`src/rtl/ascon_permutation_iter.sv`:
```
// Iterative ASCON permutation: one round (pc -> ps -> pl) per clock, or two per clock with ASCON_PERM_UNROLL2_EN.
// Latency: N_eff RUN cycles + 1 DONE cycle (ceil(N_eff/2) + 1 unrolled). i_start is ignored while not ready.
package ascon_perm_pkg;
    typedef logic [4:0][63:0] t_state_array;
endpackage

module ascon_permutation_iter
    import ascon_perm_pkg::*;
#(
    parameter int MAX_ROUNDS = 12
) (
    input  logic         i_clk,
    input  logic         i_rst_n,
    input  logic         i_start,
    input  logic [3:0]   i_rounds,
    input  t_state_array i_state,
    output t_state_array o_state,
    output logic         o_ready,
    output logic         o_busy,
    output logic         o_done,
    output logic [3:0]   o_round
);

    typedef enum logic [1:0] {S_IDLE, S_RUN, S_DONE} t_fsm;

    function automatic logic [63:0] rotr(input logic [63:0] x, input int n);
        return (x >> n) | (x << (64 - n));
    endfunction

    function automatic t_state_array round_fn(input t_state_array s, input logic [3:0] idx);
        t_state_array x;
        logic [63:0]  t0, t1, t2, t3, t4;
        x = s;
        // Round constant {~idx, idx} is added into the low byte of x2.
        x[2] = x[2] ^ {56'd0, 4'hF - idx, idx};
        x[0] = x[0] ^ x[4];
        x[4] = x[4] ^ x[3];
        x[2] = x[2] ^ x[1];
        t0 = ~x[0] & x[1];
        t1 = ~x[1] & x[2];
        t2 = ~x[2] & x[3];
        t3 = ~x[3] & x[4];
        t4 = ~x[4] & x[0];
        x[0] = x[0] ^ t1;
        x[1] = x[1] ^ t2;
        x[2] = x[2] ^ t3;
        x[3] = x[3] ^ t4;
        x[4] = x[4] ^ t0;
        x[1] = x[1] ^ x[0];
        x[0] = x[0] ^ x[4];
        x[3] = x[3] ^ x[2];
        x[2] = ~x[2];
        x[0] = x[0] ^ rotr(x[0], 19) ^ rotr(x[0], 28);
        x[1] = x[1] ^ rotr(x[1], 61) ^ rotr(x[1], 39);
        x[2] = x[2] ^ rotr(x[2], 1)  ^ rotr(x[2], 6);
        x[3] = x[3] ^ rotr(x[3], 10) ^ rotr(x[3], 17);
        x[4] = x[4] ^ rotr(x[4], 7)  ^ rotr(x[4], 41);
        return x;
    endfunction

    t_fsm         r_fsm;
    t_fsm         w_fsm_nxt;
    t_state_array r_state;
    logic [3:0]   r_round;
    logic [3:0]   w_n_eff;
    logic [3:0]   w_round_nxt;
    t_state_array w_run_state;
    t_state_array w_one;
    logic         w_load;
    logic         w_step;

    assign w_n_eff = (i_rounds > 4'(MAX_ROUNDS)) ? 4'(MAX_ROUNDS) : i_rounds;
    assign w_one   = round_fn(r_state, r_round);

`ifdef ASCON_PERM_UNROLL2_EN
    t_state_array w_two;
    logic         w_single;

    // An odd number of remaining rounds means an odd counter, so that cycle runs one round to finish on index 11.
    assign w_two       = round_fn(w_one, r_round + 4'd1);
    assign w_single    = r_round[0];
    assign w_run_state = w_single ? w_one : w_two;
    assign w_round_nxt = r_round + (w_single ? 4'd1 : 4'd2);
`else
    assign w_run_state = w_one;
    assign w_round_nxt = r_round + 4'd1;
`endif

    always_ff @(posedge i_clk or negedge i_rst_n) begin
        if (!i_rst_n) begin
            r_fsm <= S_IDLE;
        end else begin
            r_fsm <= w_fsm_nxt;
        end
    end

    always_comb begin
        w_fsm_nxt = r_fsm;
        o_ready   = 1'b0;
        o_busy    = 1'b0;
        o_done    = 1'b0;
        w_load    = 1'b0;
        w_step    = 1'b0;
        case (r_fsm)
            S_IDLE: begin
                o_ready = 1'b1;
                if (i_start) begin
                    w_load    = 1'b1;
                    w_fsm_nxt = (w_n_eff == 4'd0) ? S_DONE : S_RUN;
                end
            end
            S_RUN: begin
                o_busy = 1'b1;
                w_step = 1'b1;
                if (w_round_nxt == 4'(MAX_ROUNDS)) begin
                    w_fsm_nxt = S_DONE;
                end
            end
            S_DONE: begin
                o_done    = 1'b1;
                w_fsm_nxt = S_IDLE;
            end
            default: w_fsm_nxt = S_IDLE;
        endcase
    end

    always_ff @(posedge i_clk or negedge i_rst_n) begin
        if (!i_rst_n) begin
            r_state <= '0;
            r_round <= 4'd0;
        end else if (w_load) begin
            r_state <= i_state;
            r_round <= 4'(MAX_ROUNDS) - w_n_eff;
        end else if (w_step) begin
            r_state <= w_run_state;
            r_round <= w_round_nxt;
        end
    end

    assign o_state = r_state;
    assign o_round = r_round;

endmodule

```
`config.mk`:
```
export PLATFORM = sky130hd
export DESIGN_NAME = ascon_permutation_iter
export DESIGN_NICKNAME = d
export VERILOG_FILES = /design/src/rtl/ascon_permutation_iter.sv
export SDC_FILE = /design/constraint.sdc
export NUM_CORES = 1
export LEC_CHECK = 0
export BUFFER_PORTS_ARGS = -buffer_cell sky130_fd_sc_hd__buf_2
export CORE_AREA = 2 2 251 253
export DETAILED_ROUTE_END_ITERATION = 6
export DIE_AREA = 0 0 253 255
export MAX_ROUTING_LAYER = met4
export PLACE_DENSITY = 0.77
export SLEW_MARGIN = 20
export SYNTH_ARGS = -nofsm -noshare
export SYNTH_HDL_FRONTEND = slang
export SYNTH_SLANG_ARGS = --single-unit
```
`constraint.sdc`:
```
create_clock -name i_clk -period 2.7 [get_ports i_clk]
set_input_delay 0.27 -clock i_clk [delete_from_list [all_inputs] [get_ports i_clk]]
set_output_delay 0.27 -clock i_clk [all_outputs]
set_load 0.05 [all_outputs]
```
# == Word-level counts from Yosys, hierarchy flattened ==
# Cells that the tools add are included.
# op_classes
n_mux,14
n_lt_le_gt_ge,1
reduce_logical,4
n_eq_ne,5
n_bitwise,43
add_sub_neg,3
# ops
operator,n
XOR 64 bit,21
2-to-1 mux 320 bit,2
NOT 64 bit,6
bitwise AND 64 bit,5
OR 23 x 64 -> 64 bit,1
OR 25 x 64 -> 64 bit,1
OR 3 x 64 -> 64 bit,1
OR 36 x 64 -> 64 bit,1
OR 45 x 64 -> 64 bit,1
OR 47 x 64 -> 64 bit,1
OR 54 x 64 -> 64 bit,1
OR 57 x 64 -> 64 bit,1
OR 58 x 64 -> 64 bit,1
OR 63 x 64 -> 64 bit,1
XOR 64 x 8 -> 64 bit,1
2-to-1 mux 4 bit,3
"subtractor 4 bit, first input constant",2
2-to-1 mux 2 bit,3
2-to-1 mux 1 bit,5
"adder 4 x 1 -> 4 bit, second input constant",1
"equality test 4 bit, second input constant",1
"greater-than comparator 4 bit, second input constant",1
zero test 4 bit,1
"inequality test 2 bit, second input constant",2
other kinds (6),6
# totals
register_bits,326
out_inout_bits,327
elab_cells,77

# == Depth between registers and ports, before layout ==
# depth
depth_word,12
ltp_mapped,8
mapped_depth_nobuf,7

# == Worst setup path after synthesis ==
# No wires, ideal clock.
# synth_timing
path_type,register to register
start,register r_round[2] (netlist: o_round[2])
end,"register r_state, in the netlist o_state[248]"
path_slack_ps,213
path_buffers,1
setup_ps,78
path_stages_with_launch,8
arrival_ps,2410
cell_sequence,dfrtp_1 -> buf_4 -> xor2_1 -> ha_1 -> xnor2_1 -> xnor2_1 -> xor3_1 -> a21oi_1
# synth_between
elab_chain_len,9
# synth_lines
item,line_no,source
from (decl),64,logic [3:0] r_round;
from (signal assigned),133,r_round <= 4'(MAX_ROUNDS) - w_n_eff;
from (signal assigned),136,r_round <= w_round_nxt;
XOR 64 x 8 -> 64 bit,35,"x[2] = x[2] ^ {56'd0, 4'hF - idx, idx};"
XOR 64 bit,38,x[2] = x[2] ^ x[1];
XOR 64 bit,46,x[2] = x[2] ^ t3;
XOR 64 bit,51,x[3] = x[3] ^ x[2];
OR 54 x 64 -> 64 bit,27,return (x >> n) | (x << (64 - n));
XOR 64 bit (2 in a row),56,"x[3] = x[3] ^ rotr(x[3], 10) ^ rotr(x[3], 17);"
2-to-1 mux 320 bit,134,end else if (w_step) begin
2-to-1 mux 320 bit,131,end else if (w_load) begin
to (signal assigned),132,r_state <= i_state;
to (signal assigned),135,r_state <= w_run_state;
to (decl),63,t_state_array r_state;
# Every way passes these cells. The select of a mux whose other input is x is not followed.
# A chain may end at the register's enable or synchronous reset.

# == Final worst setup path ==
# layout_timing
start,"register r_state, in the netlist o_state[76]"
end,"register r_state, in the netlist o_state[194]"
# layout_between
elab_chain_len,8
# layout_lines
item,line_no
XOR 64 bit,38
XOR 64 bit,46
XOR 64 bit,51
OR 54 x 64 -> 64 bit,27
XOR 64 bit (2 in a row),56
2-to-1 mux 320 bit,134
2-to-1 mux 320 bit,131
# Every way passes these cells. The select of a mux whose other input is x is not followed.

==> reports/qor.yml <==
setup_path:
  cp-start-kind: "register"
  cp_slowest_cell: "dfrtp_1"
  critPathMaxStageDelay_ps: 620
  critPathKind: "reg2reg"
  crit_path_cell_trace: "inv_1, ha_1, xnor2_2, xor2_1, xnor3_1, a21oi_1"
  cp_max_fo: 6
  required_ps: 3210
  crit_path_end_kind: "register"
  worstPathArrival_ps: 3240
global_routing:
  grt_pass1_wl_um: 211000
  grt_max_degree: 94
  grt_pass1_vias: 27796
  antenna_found_initial: 7
  gr-total-overflow: 0
  track_usage_pct: 49.0
cells_and_area:
  nFillCells: 5039
  drive_gt1_share_pct: 32.5
  mostFrequentLayoutCells: "buf_2 (652), dfrtp_1 (324), buf_4 (311), xnor2_1 (295), nand2_1 (267)"
  fin_cells: 4733
  finalNetCount: 4353
  area_delta_synth_final_pct: 33.2
  layout_commonest_cell: "buf_2"
  regArea_mm2: 0.00816
  multi_input_area_mm2: 0.0206
sta:
  hold_viol: 1
  fin_worst_skew_ps: 22.2
  relSlewSlack_pct: 25.2
  fmax_mhz: 366
  report.final.setup_viol: 1
  fin_crit_ps: 2730
  finalCritPeriodShare_pct: 101
  finalMaxSlewViolations: 0
  finalSetupTns_ps: -32.5
  setup_slack_ps: -32.5
  rsz0062_at_grt: "false"
  hold_slack_ps: -0.976
  tightest_slew_ps: 1110
synth:
  syn_avg_cell_area_um2: 10.7
  synth_warnings: 0
  syn_nets: 3246
  synth_top_flop_cell: "dfrtp_1"
  yosysUniqueCellTypes: 39
  netlist_instances: 2789
  synth_edf_count: 0
  ys_seq_area_share_pct: 27.3
  ys_ff_latch: 326
  async_reset_ff_share_pct: 100
  synthesis.area_mm2: 0.0299
clock_network:
  root_buffer: "clkbuf_16"
  cts_resized: 0
  clk_latency_ps: 600
  cts_max_level: 2
  cts_setup_buffers: 0
  clk_path_buf_depth: 3
  cts_tree: "yes"
  clock_sinks: 326
  cts_buffers: 41
  clkTransAtPathRegs_ps: 70
routing:
  vias_per_cell: 6.23
  vias: 29464
  wl_um: 156000
  drt-pass1-iter-count: 6
  antenna_left: 0
  route.detailed.drc: 0
  first_iter_violations: 4156
  wl_per_cell_um: 33.0
hold_path:
  hold_class: "in2reg"
die:
  io_pins: 654
  row_count: 92
  die-height_um: 255
  coreArea_mm2: 0.0622
  initial_core_util_pct: 48.1
  dieArea_mm2: 0.0645
  die_w_um: 253
run_status:
  failed_checks: "hold timing, setup timing"
  status: "finished with violations"
placed_design:
  dp_hpwl_um: 123000
  dp_cells: 4446
  place_congestion: 1.11
  port_buffers: 653
flow_run:
  maxCapViolCount: 0
layout make-up:
cell class / instances / area share [%]
Tap cell: 799 / 2.51
Multi-Input combinational cell: 2163 / 51.8
Inverter: 178 / 1.69
Clock inverter: 18 / 0.480
Timing Repair Buffer: 1186 / 20.1
Antenna cell: 10 / 0.0628
Sequential cell: 326 / 20.5
Clock buffer: 53 / 2.92
through the flow:
step / setup WS, ps / instance area, µm² / util [%] / hold WS, ps
after global placement: 122 / 36400 / 58.6 / 257
final: -32.5 / 39800 / 64.1 / -0.976
after floorplan: 213 / 29900 / - / -25.6
after CTS: 73.1 / 39800 / 64.1 / 1.19
after detailed placement: 96.7 / 36400 / 58.6 / 255
after global routing: 21.9 / 39800 / 64.1 / 14.2
cell families after synthesis:
| kind of cell | Yosys count | synth area share [%] |
|---|---|---|
| XOR/XNOR | 905 | 42.5 |
| AO/OA/AOI/OAI | 729 | 14.7 |
| AND/OR/NAND/NOR | 349 | 4.47 |
| flip-flops | 326 | 27.3 |
| buffers and inverters | 300 | 3.81 |
| adder cells (fa/ha/maj) | 176 | 7.14 |
| multiplexers | 4 | 0.134 |
state kept, by name, summed over array words and instances (netlist names):
name and count:
o_round 4, o_state 320, r_fsm 2
synth_stat cells (all sizes together), types with 22 or more instances:
master,count,share of area [%]
o22ai,214,4.5
dfrtp,326,27
xnor2,455,17
inv,178,2.2
ha,130,5.4
buf,22,0.32
nand2,268,3.4
o21ai,143,2.4
maj3,46,1.7
a22oi,66,1.7
xor2,194,5.8
a21oi,239,4.0
o221a,23,0.87
clkbuf,100,1.3
nor2,71,0.90
xnor3,250,19
worst max-delay path, delay by kind of cell, from the launching register on:
kind	cells	cell delay (ps)
compound gates	1	160
fa+ha+maj	1	340
flops	1	620
buf+inv	1	120
xor+xnor	3	1410
per-layer routing:
layer	up-vias	global-route usage (%)	part of all wire [%]
li1	12000	-	-
met1	14499	60.5	36
met2	2318	72.4	44
met3	647	11.7	12
met4	0	31.1	8.2
met5	-	-	0
timing repair:
item	in CTS	in global routing
hold buffers	206	0
hold endpoints to repair	252	0
endpoints found under the setup margin	0	0
path summary, 6_finish.rpt:
path,cells past startpoint,start,to,slack [ps]
max,6,o_state[76]$_DFFE_PN0P_,o_state[194]$_DFFE_PN0P_,-30
min in group asynchronous,2,i_rst_n,o_state[179]$_DFFE_PN0P_,230
min reg2reg,2,o_state[130]$_DFFE_PN0P_,o_state[130]$_DFFE_PN0P_,540
max in group asynchronous,3,i_rst_n,o_state[127]$_DFFE_PN0P_,1540
max reg2reg,6,o_state[76]$_DFFE_PN0P_,o_state[194]$_DFFE_PN0P_,-30
min,3,i_state[151],o_state[151]$_DFFE_PN0P_,-1
Power is not shown: default switching activity piles up to over one toggle a cycle in this logic, so the estimate is an artifact.
